<file path="src/rtl/dmem_arbiter.sv">
// dmem_arbiter
// Shares the single-port data memory (including the memory-mapped tube
// registers) between the MEM-stage CPU port and a DMA/debug port.
// The CPU has priority. A starvation counter guarantees that a waiting DMA
// request eventually wins. A locked DMA burst owns the memory for at most
// BURST_MAX beats.
//
// Ports
//   clk, reset (async, active-low)
//   cpu_read/cpu_write/cpu_addr/cpu_wdata -> cpu_rdata, cpu_stall
//   dma_req/dma_we/dma_lock/dma_addr/dma_wdata -> dma_gnt, dma_rdata, dma_rvalid
//   mem_read/mem_write/mem_addr/mem_wdata -> memory, mem_rdata <- memory
//   dma_owner: high while a locked burst owns the memory
module dmem_arbiter #(
  parameter int unsigned STARVE_LIMIT = 4,
  parameter int unsigned BURST_MAX    = 8
) (
  input  logic        clk,
  input  logic        reset,
  input  logic        cpu_read,
  input  logic        cpu_write,
  input  logic [31:0] cpu_addr,
  input  logic [31:0] cpu_wdata,
  output logic [31:0] cpu_rdata,
  output logic        cpu_stall,
  input  logic        dma_req,
  input  logic        dma_we,
  input  logic        dma_lock,
  input  logic [31:0] dma_addr,
  input  logic [31:0] dma_wdata,
  output logic        dma_gnt,
  output logic [31:0] dma_rdata,
  output logic        dma_rvalid,
  output logic        mem_read,
  output logic        mem_write,
  output logic [31:0] mem_addr,
  output logic [31:0] mem_wdata,
  input  logic [31:0] mem_rdata,
  output logic        dma_owner
);

  localparam logic [3:0] STARVE_LIM = 4'(STARVE_LIMIT);
  localparam logic [7:0] BURST_LIM  = 8'(BURST_MAX);

  typedef enum logic {CPU_OWN, DMA_OWN} state_e;

  state_e      state_q, state_d;
  logic [3:0]  starve_q, starve_d;
  logic [7:0]  beat_q, beat_d;
  logic [7:0]  beat_inc;
  logic [31:0] dma_rdata_q;
  logic        dma_rvalid_q;
  logic        cpu_req;
  logic        dma_gnt_w;
  logic        cpu_gnt_w;

  // Grant decision. Reset gates both grants so all memory strobes drop at once.
  always_comb begin
    cpu_req   = cpu_read | cpu_write;
    dma_gnt_w = 1'b0;
    if (reset) begin
      if (state_q == DMA_OWN) dma_gnt_w = dma_req;
      else                    dma_gnt_w = dma_req & (~cpu_req | (starve_q == STARVE_LIM));
    end
    // A CPU that does not lose to the DMA is granted, including the cycle in
    // which a burst ends because dma_req dropped.
    cpu_gnt_w = reset & cpu_req & ~dma_gnt_w;
  end

  always_comb begin
    state_d  = state_q;
    beat_d   = beat_q;
    beat_inc = beat_q + 8'd1;

    if (dma_req && !dma_gnt_w) starve_d = (starve_q == STARVE_LIM) ? starve_q : starve_q + 4'd1;
    else                       starve_d = '0;

    case (state_q)
      CPU_OWN: begin
        // The opening beat counts as beat 1; a one-beat burst never enters DMA_OWN.
        if (dma_gnt_w && dma_lock && BURST_LIM != 8'd1) begin
          state_d = DMA_OWN;
          beat_d  = 8'd1;
        end
      end
      DMA_OWN: begin
        // Unlock and forced release can coincide; both take the same exit.
        if (!dma_req || !dma_lock || beat_inc == BURST_LIM) begin
          state_d = CPU_OWN;
          beat_d  = '0;
        end else begin
          beat_d  = beat_inc;
        end
      end
      default: begin
        state_d = CPU_OWN;
        beat_d  = '0;
      end
    endcase
  end

  always_ff @(posedge clk or negedge reset) begin
    if (!reset) begin
      state_q      <= CPU_OWN;
      starve_q     <= '0;
      beat_q       <= '0;
      dma_rdata_q  <= '0;
      dma_rvalid_q <= 1'b0;
    end else begin
      state_q      <= state_d;
      starve_q     <= starve_d;
      beat_q       <= beat_d;
      dma_rvalid_q <= dma_gnt_w & ~dma_we;
      if (dma_gnt_w && !dma_we) dma_rdata_q <= mem_rdata;
    end
  end

  always_comb begin
    mem_read  = dma_gnt_w ? ~dma_we : (cpu_gnt_w & cpu_read);
    mem_write = dma_gnt_w ?  dma_we : (cpu_gnt_w & cpu_write);
    mem_addr  = dma_gnt_w ? dma_addr  : cpu_addr;
    mem_wdata = dma_gnt_w ? dma_wdata : cpu_wdata;
    cpu_rdata = cpu_gnt_w ? mem_rdata : '0;
    cpu_stall = cpu_req & dma_gnt_w;
    dma_gnt   = dma_gnt_w;
    dma_owner = reset & (state_q == DMA_OWN);
  end

  assign dma_rdata  = dma_rdata_q;
  assign dma_rvalid = dma_rvalid_q;

endmodule

</file>
<file path="config.mk">
export PLATFORM = sky130hd
export DESIGN_NAME = dmem_arbiter
export DESIGN_NICKNAME = d
export VERILOG_FILES = /design/src/rtl/dmem_arbiter.sv
export SDC_FILE = /design/constraint.sdc
export NUM_CORES = 1
export LEC_CHECK = 0
export ABC_AREA = 1
export CAP_MARGIN = 20
export CELL_PAD_IN_SITES_DETAIL_PLACEMENT = 1
export CELL_PAD_IN_SITES_GLOBAL_PLACEMENT = 1
export CORE_ASPECT_RATIO = 1.4
export CORE_MARGIN = 2
export CORE_UTILIZATION = 20
export DETAILED_ROUTE_END_ITERATION = 8
export HOLD_SLACK_MARGIN = 0.15
export PLACE_DENSITY_LB_ADDON = 0.1
export SLEW_MARGIN = 40
export SYNTH_ARGS = -nofsm -noshare
export SYNTH_HDL_FRONTEND = slang
export SYNTH_SLANG_ARGS = --single-unit
</file>
<file path="constraint.sdc">
create_clock -name clk -period 3.3 [get_ports clk]
set_clock_uncertainty 0.1 [all_clocks]
set_input_delay 0.66 -clock clk [delete_from_list [all_inputs] [get_ports clk]]
set_output_delay 0.66 -clock clk [all_outputs]
set_load 0.02 [all_outputs]
</file>
# Word-level counts from Yosys, hierarchy flattened
# Cells that the tools add are included.
# Widths: inputs -> output; s select.
word_totals:
  ff_bits: 46
  latchBits: 0
  ram_bits: 0
  rom_bits: 0
  inputBits: 167
  output_inout_bits: 134
  wordCells: 49
  memories: 0
classes:
  addsub: 2
  mul: 0
  div: 0
  n_lt_le_gt_ge: 0
  n_eq_ne: 4
  n_shift: 0
  n_mux: 15
  bitwise: 14
  reduce_logical: 9
ops:
  columns: ["operator", "n"]
  rows:
  - ["$mux 32", 3]
  - ["$mux 8", 2]
  - ["$pmux 8 s2", 1]
  - ["$add 8x1->8 const B", 1]
  - ["$and 1x1->1", 8]
  - ["$eq 8x4->1 const B", 1]
  - ["$mux 4", 2]
  - ["$mux 1", 6]
  - ["$add 4x1->4 const B", 1]
  - ["$eq 4x3->1 const B", 1]
  - ["$logic_not 1->1", 4]
  - ["$ne 2x2->1 const B", 2]
  - ["$not 1->1", 4]
  - ["$logic_and 1x1->1", 3]
  - ["$logic_or 1x1->1", 2]
  - ["$or 1x1->1", 2]
  - ["$pmux 1 s2", 1]

# Logic depth before layout (Yosys ltp)
# Gate-level depths: netlist (run 1).
depth:
  ltp_word: 10
  ltp_mapped: 11
  depth_no_buf: 9

# Worst setup path before layout (run 1)
# Ideal clock, no wire load.
synth_timing:
  path_type: "input-to-output"
  startpoint: "input port cpu_read"
  endpoint: "output port mem_read"
  arrival_time_ps: 1732
  required_ps: 2540
  setup_slack_ps: 808
  stages: 7
  path_buffers: 1
  cell_sequence: "inv_1 nand2_1 nand3_2 nand2_4 buf_2 nand2_1 o21ai_0"
synth_between:
  elab_chain_len: 10
  elab_cells_between_ends: 11
  classes_between: "mux: 3; bitwise: 8"
synth_rtl:
  columns: ["item", "line_no", "rtl"]
  rows:
  - ["start, declared", "20", "input logic cpu_read,"]
  - ["$or 1x1->1", "59", "cpu_req = cpu_read | cpu_write;"]
  - ["$not 1->1", "63", "else dma_gnt_w = dma_req & (~cpu_req | (starve_q == STARVE_LIM));"]
  - ["$or 1x1->1", "63", null]
  - ["$and 1x1->1", "63", null]
  - ["$mux 1", "62", "if (state_q == DMA_OWN) dma_gnt_w = dma_req;"]
  - ["$mux 1", "61", "if (reset) begin"]
  - ["$not 1->1", "67", "cpu_gnt_w = reset & cpu_req & ~dma_gnt_w;"]
  - ["$and 1x1->1", "67", null]
  - ["$and 1x1->1", "119", "mem_read = dma_gnt_w ? ~dma_we : (cpu_gnt_w & cpu_read);"]
  - ["$mux 1 *", "119", null]
  - ["end, declared", "34", "output logic mem_read,"]
# Mark *: on every way between the ends. The rest lies on a longest branch, timed or not.

# Final worst setup path (run 1)
layout_timing:
  startpoint: "input port cpu_read"
  endpoint: "output port mem_wdata[27]"
layout_between:
  elab_chain_len: 7
layout_rtl:
  columns: ["item", "line_no", "rtl"]
  rows:
  - ["$or 1x1->1", "59", null]
  - ["$not 1->1", "63", null]
  - ["$or 1x1->1", "63", null]
  - ["$and 1x1->1", "63", null]
  - ["$mux 1", "62", null]
  - ["$mux 1", "61", null]
  - ["$mux 32", "122", "mem_wdata = dma_gnt_w ? dma_wdata : cpu_wdata;"]
  - ["end, declared", "37", "output logic [31:0] mem_wdata,"]
# No other way between the ends.

==> metrics list, run 1 <==
- The run finished with clean final reports.
- The number of hold-slack violations in the final timing report came to 0.
* Combined area of the multi-input logic cells: 0.00162 mm^2
* Worst Max-Slew Pin Slew: 0.737 ns
- Final GP Congestion: approximately 0.78
- On the critical path, the stage with the largest delay is an instance of clkdlybuf4s50_1.
- CTS clock-pin slew for the worst setup and hold paths: 0.06 ns
- The number of hold buffers added after CTS was 0.
- FF-to-FF path depth: 11
- Floorplan row count: 54
* CTS buffer count: 5
* Setup Slack @ Placement: -0.181 ns
- Fill cells in the final layout number between 1,500 and 2,000.
- Setup repair after global routing left no endpoint under its margin.
- Yosys top cell area share: 36.7%
- Family with the most delay on the worst path: buffers and inverters
* Via count: 4,181
* Ratio of total power to cell area: 546 mW/mm^2
- The wire-length estimate of the detail-placed layout is 13.8 mm.
- Number of slew-limit violations in the final report: 0
* Arrival time of data at the critical path endpoint: 2.38 ns
* TritonCTS clock tree: built
- Combined global-route utilization of all metal layers: roughly a fifth
- Global-route wire length before repair: 23.6 mm
- Number of warning messages in the yosys log: 0
- Final Net Count: about 960
* Post-cts sizing count: 84
- Total Neg Setup Slack: 0 ns
- After synthesis, the netlist uses 24 different library cells.
* Largest net degree at the start of global routing: 65
- The worst setup path is of the primary input to output port kind.
* Period minus WS final: around 3.1 ns
* Launching element type of the critical path: primary input
- Total wire length after detailed routing: 15.9 mm
* Total Die Area: between 0.015 and 0.02 mm^2
* Sequential cell area: 0.00115 mm^2
* Cell type contributing the most total cell area after synthesis: dfrtp_1
- A synthesized cell averages 6.38 um^2.
- Setup slack after layout: 0.163 ns
* Final global-route overflow total: 0
- The first detailed-routing pass ran for 4 iterations.
- Chip width: 110 um
- # Max-Cap Violations: 0
- Post-DRT Antenna Nets: 0
- Signed area change from the synthesized netlist to the final layout: 109%
- The cell that appears most often on the critical path is nand2_1.
- Mapped cell area: 0.00313 mm^2
* Final worst path period share: 95.1%
* Cell at the root of the clock tree: clkbuf_16
- Flops & latches, synth: 46
- Fraction of final layout cells sized beyond drive strength 1: under 10%
* Longest Clk Path Bufs: 2
- Most common cell in the synthesized netlist: nand2_1
- The via count of the first global-routing pass came to 4,452.
- In this run the count of I/O pins placed on the die edge is 301.
- The analysis attributes to cell leakage a power of 3.41 nW.
* Vias/cell: between 4 and 5
- Die extent in y: 152 um
- Post-CTS setup repair buffer count: 0
- Worst hold path type: primary input to async pin
- Final design instance area without fill: 0.00655 mm^2
- Instance area at placement: 0.00645 mm^2
* Maximum fanout along the worst path: 27
- Largest cells by area after synthesis: dfrtp_1 37%, nand2_1 30%, o21ai_2 6.4%
* Achievable clock frequency: approximately 320 MHz
- Post-synthesis instance total: around 490
* Post-Syn Nets: 661
- WL per Instance: 16.0 um
* Count of inserted antenna diode cells: 0
- Remaining DRCs: 0
- Count of buffers from port buffering: 300
- For flop-to-flop paths, the worst setup slack is roughly 0.98 ns.
- Reg-to-reg endpoint: dma_rdata[0]$_DFFE_PN0P_
- Across the VDD grid, the largest voltage drop is 0.317 mV.
- Clock insertion delay at the later pin of the skew report: 0.28 ns
- DRC violation total after the first TritonRoute iteration: 88
- CTS H-tree depth: 2
- The initial antenna violation count is 0.
- The floorplan step defined a core boundary enclosing 0.0155 mm^2.
* Reg-to-Reg Start: starve_q[0]$_DFFE_PN0P_
* Starting Density: 20.3%
* Main synth FF type: dfrtp_1
- List of cells traversed by the critical path: clkdlybuf4s50_1, inv_1, nand2_1, nand3_2, nand2_4, inv_2, buf_12, buf_4, nand2_1, nand2_1, buf_12
- Counting every sink on the clock net gives 46.
- Most numerous cell types in the synthesized netlist: 252 x nand2_1, 50 x inv_1, 46 x dfrtp_1, 43 x nor2_1, 23 x o21ai_2
* Sequential element share of the synthesized area: 36.7%
- Stage delay of the slowest cell on the critical path: 0.47 ns
* Number of flops mapped to enable cells by yosys: 0
* Max-Slew Margin vs Limit: about half
- Required time of the critical path: 2.54 ns
* Buf/Inv on CP: 6
* Fraction of registers with async set/reset: 100%
* Final-report setup violation count: 0
- STA classifies the critical path endpoint as an output port.
## placed cells by master, fill, tap and decap left out, drive strengths merged
cell	synthesis	layout
a211oi	1	1
a21oi	6	6
buf	18	38
bufinv	0	2
clkbuf	6	5
clkdlybuf4s50	0	199
clkinv	0	1
dfrtp	46	46
dlygate4sd2	0	82
dlymetal6s2s	0	1
ha	3	3
inv	53	53
nand2	253	253
nand3	13	13
nand4	2	2
nor2	44	44
o21ai	41	41
o22ai	1	1
o31ai	1	1
xnor2	2	2
xor2	1	1
## worst register-to-register path, cell delays in order (launching register included)
cell and delay [ns]:
dfrtp_1 0.41, inv_1 0.08, ha_1 0.25, nand3_2 0.14, nand3_2 0.10, nand2_4 0.12, buf_12 0.13, nor2_4 0.04
inv_2 0.05, buf_4 0.57, nand2_1 0.15, o21ai_1 0.12
## registers in the layout, indices dropped and copies added, names as in the netlist
register,flops
dma_rdata,32
beat_q,8
starve_q,4
dma_rvalid,1
state_q,1
## per-layer routing
layer,share of wire [%],GRT usage [%]
met1,36,18.9
met2,52,35.2
met3,10,6.39
met4,1.5,4.76
met5,0,0
## how the worst max path moves through the flow
stage          startpoint       endpoint  cells after the start
2_1_floorplan    cpu_read       mem_read                      7
3_3_place_gp     cpu_read   mem_addr[18]                      9
3_5_place_dp     cpu_read   mem_addr[11]                      9
4_1_cts          cpu_read        dma_gnt                      8
5_1_grt          cpu_read  cpu_rdata[24]                      9
6_report         cpu_read  mem_wdata[27]                     11
## per-stage QoR
stage	hold slack [ns]	util (%)	std cells	total power (W)
after floorplan	0.264	-	491	0.00190
after global placement	0.362	41.7	983	0.00301
after detailed placement	0.368	41.7	983	0.00306
after CTS	0.385	42.3	991	0.00364
after global routing	0.402	42.3	991	0.00382
final	0.379	42.3	991	0.00358
## power breakdown
| group | internal, W | leakage, nW | total [W] | switching, W |
|---|---|---|---|---|
| Clock | 0.000435 | 0.0940 | 0.000650 | 0.000215 |
| Combinational | 0.000937 | 2.72 | 0.00200 | 0.00106 |
| Sequential | 0.000790 | 0.592 | 0.000931 | 0.000141 |
| Total | 0.00216 | 3.41 | 0.00358 | 0.00142 |
## kinds of logic after synthesis
logic type	count (synthesis)	synth area share, %
flops	46	36.7
fa+ha+maj	3	1.20
xor+xnor	3	0.838
compound gates	50	10.9
simple gates	312	38.8
buf+inv	77	11.5
## final cells by class
type / count / share of cell area (%)
clock buffers: 5 / 1.91
clock inverters: 3 / 1.05
inverters: 53 / 3.04
multi-input cells: 368 / 24.8
flip-flops and latches: 46 / 17.6
well taps: 196 / 3.74
repair buffers: 320 / 47.9
Power figures use the tool's default switching activity.
==> run 2: changes to the inputs <==
==> config.mk (replaced) <==
export PLATFORM = sky130hd
export DESIGN_NAME = dmem_arbiter
export DESIGN_NICKNAME = d
export VERILOG_FILES = /design/src/rtl/dmem_arbiter.sv
export SDC_FILE = /design/constraint.sdc
export NUM_CORES = 1
export LEC_CHECK = 0
export ABC_AREA = 1
export CAP_MARGIN = 20
export CORE_AREA = 2 2 116 118
export DETAILED_ROUTE_END_ITERATION = 8
export DIE_AREA = 0 0 118 120
export HOLD_SLACK_MARGIN = 0.15
export PLACE_DENSITY = 0.68
export SLEW_MARGIN = 40
export SYNTH_ARGS = -nofsm -noshare
export SYNTH_HDL_FRONTEND = slang
export SYNTH_SLANG_ARGS = --single-unit
==> run 2 against run 1 <==
Effect of this change: clock power is 28% lower; via count fell by 3.9%; first-iteration DRC count increased to 2.7 times the previous value; largest power group unchanged; sequential power decreased by 2%; utilization grew 7.9 points; highest routed layer unchanged; wire length down 18%; worst setup slack got worse by 0.045 ns; design area down 0.36%.
==> metrics list, run 2 (synthesis results as in run 1) <==
* List of cells traversed by the critical path: clkdlybuf4s50_1, inv_1, nand2_1, nand3_2, nand2_4, inv_2, buf_12, clkdlybuf4s50_1
* Longest Clk Path Bufs: 2
- Pleak: 3.70 nW
* Clock insertion delay at the later pin of the skew report: 0.28 ns
- Max-Slew Margin vs Limit: 52.4%
- Worst Max-Slew Pin Slew: 0.715 ns
- In this design, the stage delay of the slowest critical-path cell is 0.63 ns.
- In this run, the number of DRC markers left after iteration 0 of detailed routing was 234.
* Post-DP HPWL: 11.0 mm
* Post-CTS setup repair buffer count: 0
- After floorplanning, the core was sized to cover around 0.013 mm^2.
- Global-route wire length before repair: 19.6 mm
- Buf/Inv on CP: 5
- In the final layout, the share of cells above drive strength 1 is 6.60%.
* Vias/cell: 4.17
* Number of top-level design ports: 301
- Period minus WS final: 3.18 ns
- The die is 120 um tall.
- IR analysis of the VDD net gives a maximum drop of 0.236 mV.
- FF-to-FF path depth: 11
- Broken down by cell family, the worst path's largest delay share belongs to buffers and inverters.
- Final-report setup violation count: 0
- In this run the remaining antenna-violating nets after routing total 0.
- Run status: completed
- The worst register-to-register path begins at starve_q[0]$_DFFE_PN0P_.
- For this run the aggregate overflow at the end of global routing stands at 0.
- The H-tree generated during clock tree synthesis spans 2 levels.
* Flip-flop count of the largest register after layout: 32
* TritonCTS clock tree: built
- Cell at the root of the clock tree: clkbuf_16
- The floorplan has 42 rows.
- Chip width: 118 um
* Launching element type of the critical path: primary input
- Final GP Congestion: 0.856
- Once placement completed, the tool counted placed cells totaling between 900 and 1,000.
- The cell that appears most often on the critical path is clkdlybuf4s50_1.
- After clock tree synthesis, the clock-pin slew on the worst setup and hold paths is 0.06 ns.
* WL per Instance: 13.5 um
- Total wire length after detailed routing: between 10 and 15 mm
- Count of buffers from port buffering: 300
* Ratio of total power to cell area: 510 mW/mm^2
- Largest net degree at the start of global routing: 65
- Buffers inserted during clock tree synthesis total 5.
* Arrival time of data at the critical path endpoint: roughly 2.4 ns
* # Max-Cap Violations: 0
- Number of global-route vias before repair: 3,720
- The worst register-to-register path ends at dma_rdata[10]$_DFFE_PN0P_.
- Clock sink count: 46
* Remaining DRCs: 0
- Setup repair after global routing left no endpoint under its margin.
- The worst register-to-register path has a setup slack of roughly 0.93 ns.
- In the final design database the tool counted 958 nets.
- Data on the critical path is required at its endpoint by 2.54 ns.
- Combined area of the multi-input logic cells: between 0.0015 and 0.002 mm^2
- Number of search-and-repair iterations in the first detailed-routing pass: 7
- Sequential cell area: 0.00115 mm^2
- Combined global-route utilization of all metal layers: between 10% and 20%
- In this run the worst path has a maximum fanout of 41.
- The number of hold-slack violations in the final timing report is 0.
- Achievable clock frequency: 314 MHz
- The worst hold path belongs to the class primary input to async pin.
- The count of pins over their slew limit was 0.
- Starting Density: 24.1%
- Slowest cell on the critical path: clkdlybuf4s50_1
- Count of inserted antenna diode cells: 0
- Worst setup path class: primary input to output port
- The routed layout has roughly 4,000 vias.
- Antenna violations before repair: 0
* Total Die Area: 0.0142 mm^2
* Type of element capturing the critical path: output port
- Compared with the post-synthesis result, the final layout area differs by 108%.
* Instance area at placement: about 0.0063 mm^2
- Of the available clock period, the critical path in the final layout requires a little over nine tenths.
- Counting the fill cells in the layout gives 1,344.
* Final Instance Count excl. Fillers: 964
- In the layout the commonest cells are 252 x nand2_1, 200 x clkdlybuf4s50_1, 51 x dlygate4sd2_1, 50 x inv_1, 47 x dlymetal6s2s_1.
- Final design instance area without fill: 0.00653 mm^2
- The library cell used most frequently in the layout, excluding fill and tap cells, is nand2_1.
run 2: cell count changes in the layout (fill, tap and decap cells not counted):
| cell | delta |
|---|---|
| dlymetal6s2s_1 | +46 |
| dlygate4sd2_1 | -31 |
| buf_4 | -16 |
| buf_12 | -7 |
| bufinv_16 | -2 |
| clkinv_2 | +2 |
| buf_6 | +1 |
| buf_8 | -1 |
| clkdlybuf4s15_1 | +1 |
| clkdlybuf4s50_1 | +1 |
| clkinv_4 | -1 |
run 2: per-stage QoR:
| step | total power, W | setup slack [ns] | TNS, ns | hold slack [ns] | util [%] |
|---|---|---|---|---|---|
| CTS | 0.00340 | 0.000341 | 0 | 0.169 | 49.4 |
| global placement | 0.00294 | -0.122 | -0.748 | 0.361 | 48.8 |
| detailed placement | 0.00296 | -0.125 | -1.37 | 0.366 | 48.8 |
| floorplan | 0.00190 | 0.808 | 0 | 0.264 | - |
| finish | 0.00333 | 0.118 | 0 | 0.178 | 50.3 |
| global route | 0.00357 | 0.0121 | 0 | 0.175 | 50.3 |
run 2: routing by layer:
layer	up-vias	global-route usage, %	part of all wire (%)
met4	0	5.72	2.1
met5	-	0	0
met3	19	7.18	10
li1	2073	-	-
met2	196	32.4	51
met1	1732	18.5	37
run 2: where the power goes:
group          total, W  internal, W  leakage [nW]  switching (W)
registers      0.000917     0.000790         0.592       0.000127
logic           0.00195     0.000930          3.04        0.00102
clock network  0.000467     0.000273        0.0694       0.000194
total           0.00333      0.00199          3.70        0.00134
run 2: worst max path at each step:
| stage | depth (start not counted) | to | startpoint | slack (ns) |
|---|---|---|---|---|
| after floorplan | 7 | mem_read | cpu_read | 0.81 |
| after global placement | 11 | mem_write | cpu_read | -0.12 |
| after detailed placement | 11 | mem_write | cpu_read | -0.13 |
| after CTS | 10 | mem_wdata[18] | cpu_read | 0.0003 |
| after global routing | 11 | mem_write | cpu_read | 0.01 |
| final | 8 | dma_gnt | cpu_read | 0.12 |
run 2: area by class of cell:
type	instances	area share [%]
timing repair buffer	314	49.0
tap	176	3.37
clock inverter	2	0.153
clock buffer	5	1.92
sequential	46	17.6
inverter	53	3.05
multi-input combinational	368	24.9
run 2: what timing repair did:
item                                    in CTS  in global routing
hold buffers                                 0                  0
gates resized for setup                     53                 48
endpoints found under the setup margin      63                 48
